[config.mk]
export PLATFORM = sky130hd
export DESIGN_NAME = param_regfile_flat
export DESIGN_NICKNAME = d
export VERILOG_FILES = /design/src/rtl/param_regfile_if.sv /design/src/rtl/param_regfile.sv /design/src/flat_wrapper.sv
export SDC_FILE = /design/constraint.sdc
export NUM_CORES = 1
export LEC_CHECK = 0
export ABC_AREA = 1
export CAP_MARGIN = 15
export CORE_ASPECT_RATIO = 0.5
export CORE_MARGIN = 3
export CORE_UTILIZATION = 40
export DETAILED_ROUTE_END_ITERATION = 12
export PLACE_DENSITY = 0.54
export SETUP_SLACK_MARGIN = 0.4
export SLEW_MARGIN = 10
export SYNTH_ARGS = -nofsm -noshare
export SYNTH_HDL_FRONTEND = slang
export SYNTH_SLANG_ARGS = --single-unit
[constraint.sdc]
create_clock -name clk -period 6.95 [get_ports clk]
set_clock_uncertainty 0.2 [all_clocks]
set_input_delay 1.39 -clock clk [delete_from_list [all_inputs] [get_ports clk]]
set_output_delay 1.39 -clock clk [all_outputs]
set_load 0.05 [all_outputs]
[src/rtl/param_regfile_if.sv]
// Bus interface for param_regfile: read ports, write port, bulk-clear handshake
// and scoreboard set/status. The master modport belongs to the client and the
// slave modport belongs to the register file.
interface param_regfile_if #(
  parameter int WIDTH = 16,
  parameter int DEPTH = 16
);
  localparam int AW = $clog2(DEPTH);

  logic [AW-1:0]    rd_addr1;
  logic [AW-1:0]    rd_addr2;
  logic [WIDTH-1:0] rd_data1;
  logic [WIDTH-1:0] rd_data2;
  logic             wr_en;
  logic [AW-1:0]    wr_addr;
  logic [WIDTH-1:0] wr_data;
  logic             clr_req;
  logic             clr_busy;
  logic             clr_done;
  logic             sb_set;
  logic [AW-1:0]    sb_set_addr;
  logic             sb_pend1;
  logic             sb_pend2;

  modport master (
    output rd_addr1, rd_addr2, wr_en, wr_addr, wr_data, clr_req, sb_set, sb_set_addr,
    input  rd_data1, rd_data2, clr_busy, clr_done, sb_pend1, sb_pend2
  );

  modport slave (
    input  rd_addr1, rd_addr2, wr_en, wr_addr, wr_data, clr_req, sb_set, sb_set_addr,
    output rd_data1, rd_data2, clr_busy, clr_done, sb_pend1, sb_pend2
  );
endinterface

[src/rtl/param_regfile.sv]
// param_regfile: two-read / one-write register file with a per-register pending
// scoreboard and a sequential bulk-clear engine (IDLE -> CLEAR -> DONE).
// Register 0 is hardwired to zero and can never be marked pending.
// Optional macro REGFILE_BYPASS_EN forwards a same-cycle qualifying write to
// the read ports and reports that register as not pending.
module param_regfile #(
  parameter int WIDTH = 16,
  parameter int DEPTH = 16
) (
  input logic           clk,
  input logic           rst,
  param_regfile_if.slave bus
);
  localparam int AW = $clog2(DEPTH);

  typedef enum logic [1:0] {IDLE, CLEAR, DONE} state_t;

  state_t           r_state;
  state_t           w_next;
  logic [AW-1:0]    r_idx;
  logic [WIDTH-1:0] r_mem [DEPTH];
  logic [DEPTH-1:0] r_sb;

  logic             w_idle;
  logic             w_start;
  logic             w_wr_ok;
  logic             w_sb_ok;
  logic             w_last;
  logic [WIDTH-1:0] w_raw1;
  logic [WIDTH-1:0] w_raw2;

  assign w_idle  = (r_state == IDLE);
  assign w_start = w_idle && bus.clr_req;
  assign w_wr_ok = w_idle && bus.wr_en && (bus.wr_addr != '0);
  assign w_sb_ok = w_idle && bus.sb_set && (bus.sb_set_addr != '0);
  assign w_last  = (r_idx == AW'(DEPTH - 1));

  // FSM state register
  always_ff @(posedge clk) begin
    if (!rst) r_state <= IDLE;
    else      r_state <= w_next;
  end

  // FSM next-state logic
  always_comb begin
    w_next = r_state;
    unique case (r_state)
      IDLE:    if (bus.clr_req) w_next = CLEAR;
      CLEAR:   if (w_last)      w_next = DONE;
      DONE:    w_next = IDLE;
      default: w_next = IDLE;
    endcase
  end

  // FSM outputs
  always_comb begin
    bus.clr_busy = (r_state != IDLE);
    bus.clr_done = (r_state == DONE);
  end

  // Clear index: starts at 1 so register 0 is never touched
  always_ff @(posedge clk) begin
    if (!rst)                  r_idx <= '0;
    else if (w_start)          r_idx <= AW'(1);
    else if (r_state == CLEAR) r_idx <= r_idx + AW'(1);
  end

  // Storage: client write first, then clear engine; in IDLE both cannot coincide
  always_ff @(posedge clk) begin
    if (!rst) begin
      for (int unsigned i = 0; i < DEPTH; i++) r_mem[i] <= '0;
    end else begin
      if (w_wr_ok)            r_mem[bus.wr_addr] <= bus.wr_data;
      if (r_state == CLEAR)   r_mem[r_idx]       <= '0;
    end
  end

  // Scoreboard: clear-start wipes all bits; otherwise write clears and set wins
  always_ff @(posedge clk) begin
    if (!rst) begin
      r_sb <= '0;
    end else if (w_start) begin
      r_sb <= '0;
    end else begin
      if (w_wr_ok) r_sb[bus.wr_addr]     <= 1'b0;
      if (w_sb_ok) r_sb[bus.sb_set_addr] <= 1'b1;
    end
  end

  // Combinational read of stored contents, register 0 forced to zero
  always_comb begin
    w_raw1 = (bus.rd_addr1 == '0) ? '0 : r_mem[bus.rd_addr1];
    w_raw2 = (bus.rd_addr2 == '0) ? '0 : r_mem[bus.rd_addr2];
  end

`ifdef REGFILE_BYPASS_EN
  // Read ports with write forwarding
  always_comb begin
    bus.rd_data1 = w_raw1;
    bus.rd_data2 = w_raw2;
    bus.sb_pend1 = r_sb[bus.rd_addr1];
    bus.sb_pend2 = r_sb[bus.rd_addr2];
    if (w_wr_ok && (bus.rd_addr1 == bus.wr_addr)) begin
      bus.rd_data1 = bus.wr_data;
      bus.sb_pend1 = 1'b0;
    end
    if (w_wr_ok && (bus.rd_addr2 == bus.wr_addr)) begin
      bus.rd_data2 = bus.wr_data;
      bus.sb_pend2 = 1'b0;
    end
  end
`else
  // Read ports return stored contents and raw scoreboard bits
  always_comb begin
    bus.rd_data1 = w_raw1;
    bus.rd_data2 = w_raw2;
    bus.sb_pend1 = r_sb[bus.rd_addr1];
    bus.sb_pend2 = r_sb[bus.rd_addr2];
  end
`endif

endmodule
[src/flat_wrapper.sv]
// flat-port wrapper written by rule: the top's interface ports become plain ports
module param_regfile_flat 
#(
  parameter int WIDTH = 16,
  parameter int DEPTH = 16
)
  (clk, rst, bus_rd_addr1, bus_rd_addr2, bus_wr_en, bus_wr_addr, bus_wr_data, bus_clr_req, bus_sb_set, bus_sb_set_addr, bus_rd_data1, bus_rd_data2, bus_clr_busy, bus_clr_done, bus_sb_pend1, bus_sb_pend2);
  param_regfile_if #(.WIDTH(WIDTH), .DEPTH(DEPTH)) bus_i ();
  input logic clk;
  input logic rst;
  input wire logic [$bits(bus_i.rd_addr1)-1:0] bus_rd_addr1;
  input wire logic [$bits(bus_i.rd_addr2)-1:0] bus_rd_addr2;
  input wire logic [$bits(bus_i.wr_en)-1:0] bus_wr_en;
  input wire logic [$bits(bus_i.wr_addr)-1:0] bus_wr_addr;
  input wire logic [$bits(bus_i.wr_data)-1:0] bus_wr_data;
  input wire logic [$bits(bus_i.clr_req)-1:0] bus_clr_req;
  input wire logic [$bits(bus_i.sb_set)-1:0] bus_sb_set;
  input wire logic [$bits(bus_i.sb_set_addr)-1:0] bus_sb_set_addr;
  output wire logic [$bits(bus_i.rd_data1)-1:0] bus_rd_data1;
  output wire logic [$bits(bus_i.rd_data2)-1:0] bus_rd_data2;
  output wire logic [$bits(bus_i.clr_busy)-1:0] bus_clr_busy;
  output wire logic [$bits(bus_i.clr_done)-1:0] bus_clr_done;
  output wire logic [$bits(bus_i.sb_pend1)-1:0] bus_sb_pend1;
  output wire logic [$bits(bus_i.sb_pend2)-1:0] bus_sb_pend2;
  assign bus_i.rd_addr1 = bus_rd_addr1;
  assign bus_i.rd_addr2 = bus_rd_addr2;
  assign bus_i.wr_en = bus_wr_en;
  assign bus_i.wr_addr = bus_wr_addr;
  assign bus_i.wr_data = bus_wr_data;
  assign bus_i.clr_req = bus_clr_req;
  assign bus_i.sb_set = bus_sb_set;
  assign bus_i.sb_set_addr = bus_sb_set_addr;
  assign bus_rd_data1 = bus_i.rd_data1;
  assign bus_rd_data2 = bus_i.rd_data2;
  assign bus_clr_busy = bus_i.clr_busy;
  assign bus_clr_done = bus_i.clr_done;
  assign bus_sb_pend1 = bus_i.sb_pend1;
  assign bus_sb_pend2 = bus_i.sb_pend2;
  param_regfile #(.WIDTH(WIDTH), .DEPTH(DEPTH)) u_core (.clk(clk), .rst(rst), .bus(bus_i));
endmodule
==> results.py <==
metrics = {
    "run_status": {
        "outcome": "finished, final reports clean",
    },
    "critical_path": {
        "crit_chain": "buf_4, inv_4, buf_4, nand2_1, nand3_1, nand3_1, nand3_1, a21oi_1, buf_12",
        "cpMaxStageDelayCell": "buf_4",
        "crit_family": "buffers and inverters",
        "critPathArrivalTime_ps": 4020,
        "path_buf_inv": 4,
        "slowest_delay_ps": 620,
        "cp_max_fo": 67,
        "crit_required_ps": 5360,
        "crit_path_start_kind": "primary input",
        "critPathKind": "in2out",
        "crit_path_end_kind": "primary output",
        "path_common_cell": "nand3_1",
    },
    "clock_network": {
        "postCtsSetupRepairBufs": 0,
        "cts_root_buf": "clkbuf_16",
        "cts_made_buffers": 29,
        "clockBufferDepth": 3,
        "clk_latency_ps": 580,
        "cts_hold_buf": 0,
        "post_cts_resized": 0,
        "cts_sinks": 278,
        "cts_tree": "built",
        "clk_pin_slew_ps": 70,
        "h-tree-depth": 1,
    },
    "power": {
        "p_clk_frac": 0.361,
        "seqPwrFrac": 0.440,
        "p_int_uw": 3041,
        "peakVddDrop_mv": 0.1672,
        "p_leak_uw": 0.008704,
        "p_per_area_mw_per_mm2": 229.1,
        "swShare": 0.3049,
        "switchingPower_uw": 1334,
        "pwr-share-comb": 0.199,
    },
    "detailed_routing": {
        "drt_drc_violations_left": 0,
        "ant_nets": 0,
        "routed_wl_um": 57530,
        "wire_per_inst_um": 20.26,
        "drt_iter0_markers": 1699,
        "first_pass_iters": 6,
        "num_vias": 14999,
        "viasPerCell": 5.283,
    },
    "global_route": {
        "track_usage": 0.2601,
        "overflow": 0,
        "gr-max-usage-layer": "met1",
        "grt_pass1_vias": 13687,
        "grt_first_pass_wirelength_um": 86210,
        "grt_use_met1": 0.3884,
        "grt_max_degree": 74,
        "grt_use_met3": 0.06397,
        "grt_use_met2": 0.3726,
        "antenna_found_initial": 0,
    },
    "timing": {
        "setup_ws_ps": 1342,
        "max-slew-margin-rel": 0.2614,
        "fin_crit_sh": 0.8069,
        "rsz0062_at_grt": "no",
        "period_minus_slack_ps": 5608,
        "worst_slew_pin_slew_ps": 1108,
        "fin_tns_setup_ps": 0,
        "fmax_mhz": 178.3,
        "hold_viol_final": 0,
        "setup_viol": 0,
        "drv_slew": 0,
    },
    "placement": {
        "post-place-ws_ps": 1414,
        "dp_hpwl_um": 36340,
        "placed_cells": 2785,
        "place_congestion": 0.8630,
        "portBuffers": 72,
    },
    "logic_synthesis": {
        "syn_inst": 2260,
        "synth_area_sq_mm": 0.01671,
        "ys_seq_elements": 278,
        "syn_avg_cell_area_sq_um": 7.392,
        "synth_top_area_cell": "edfxtp_1",
        "synth_seq_area_share": 0.4865,
        "synthTopCellsByArea": "edfxtp_1 46%, nand2_1 17%, nand3_1 11%, inv_1 7.2%, nor2_1 5.4%",
        "ys_warn_count": 0,
        "ys_types": 35,
        "synthDominantCellAreaShare": 0.4602,
    },
    "finish": {
        "n_fill_cell": 4044,
        "syn2layout_area_growth_pct": 14.27,
        "multi_input_area_sq_mm": 0.006779,
        "final_cell_mix": "740 x nand2_1, 372 x nand3_1, 318 x inv_1, 256 x edfxtp_1, 240 x nor2_1",
        "num-nets-final": 2314,
        "num_antenna_cells": 0,
        "finalNonFillerCells": 2839,
        "mostFrequentLayoutCell": "nand2_1",
        "drive_gt1_frac": 0.07916,
        "regArea_sq_mm": 0.008128,
    },
    "hold_path": {
        "hold_path_class": "reg2reg",
    },
    "run": {
        "maxCapViolations": 0,
    },
    "floorplanning": {
        "die_w_um": 295.0,
        "design.die.area_sq_mm": 0.04440,
        "core_area_sq_mm": 0.04079,
        "rows": 52,
        "io_pins": 73,
        "start_util": 0.4095,
        "die_h_um": 150.5,
    },
}
-- per-layer routing --
layer  up-vias  wire length, um
met2       711            23700
met3       101             6063
li1       7162                -
met1      7025            26360
met4         0             1402
met5         -                0
-- power groups by stage --
stage | sequential, uW | combinational (uW) | clock, uW
2_1_floorplan | 1950 | 520 | 0
3_3_place_gp | 1960 | 858 | 0
3_5_place_dp | 1960 | 860 | 0
4_1_cts | 1920 | 861 | 1600
5_1_grt | 1930 | 938 | 1670
6_report | 1920 | 871 | 1580
-- path summary, 6_finish.rpt --
check | from | endpoint | slack [ps] | depth (start not counted)
worst max-delay path | bus_rd_addr2[0] | bus_rd_data2[9] | 1340 | 9
worst min-delay path | u_core.r_sb[0] | u_core.r_sb[0] | 240 | 2
worst max register to register | u_core.r_state[0] | u_core.r_mem[14][9] | 3310 | 9
worst min register to register | u_core.r_sb[0] | u_core.r_sb[0] | 240 | 2
-- flip-flops by register name, summed over array words and instances, names as in the netlist --
register / flops
u_core.r_idx: 4
u_core.r_mem: 256
u_core.r_sb: 16
u_core.r_state: 2
-- stage by stage --
step           total power [uW]  instance area [sq um]  hold WS, ps    util
2_1_floorplan              2473                  16760        214.3       -
3_3_place_gp               2816                  18160        232.3  0.4452
3_5_place_dp               2820                  18160        236.6  0.4452
4_1_cts                    4384                  19090        247.2  0.4680
5_1_grt                    4537                  19090        268.4  0.4680
6_report                   4374                  19090        242.9  0.4680
-- logic make-up after synthesis --
logic type	Yosys count	share of synthesized area
xor+xnor	1	0.0005244
flops	278	0.4865
compound gates	98	0.03265
simple gates	1413	0.3675
other cells	1	0.0002245
fa+ha+maj	1	0.0007488
buf+inv	468	0.1118
-- synthesized netlist by cell type (all sizes together) --
library cell,count
ha,1
nand2,741
a21oi,57
o21a,1
nor4,3
nand3,388
nor2,272
nor3b,2
xor2,1
dfxtp,22
inv,324
o21ai,35
clkbuf,102
nor3,4
o211ai,4
nand4,2
conb,1
o22ai,1
buf,40
clkinv,2
edfxtp,256
or2,1
-- tightest hold or removal path, stage by stage (launching register included) --
cell	delay, ps
dfxtp_1	320
inv_1	50
nor2_1	30
-- cell type report --
| cell class | count | share of cell area |
|---|---|---|
| well taps | 540 | 0.03539 |
| flip-flops and latches | 278 | 0.4257 |
| multi-input cells | 1529 | 0.3551 |
| clock inverters | 21 | 0.009896 |
| repair buffers | 112 | 0.07065 |
| clock buffers | 33 | 0.03880 |
| inverters | 326 | 0.06443 |
No activity file was read; power rests on OpenSTA's default activity.
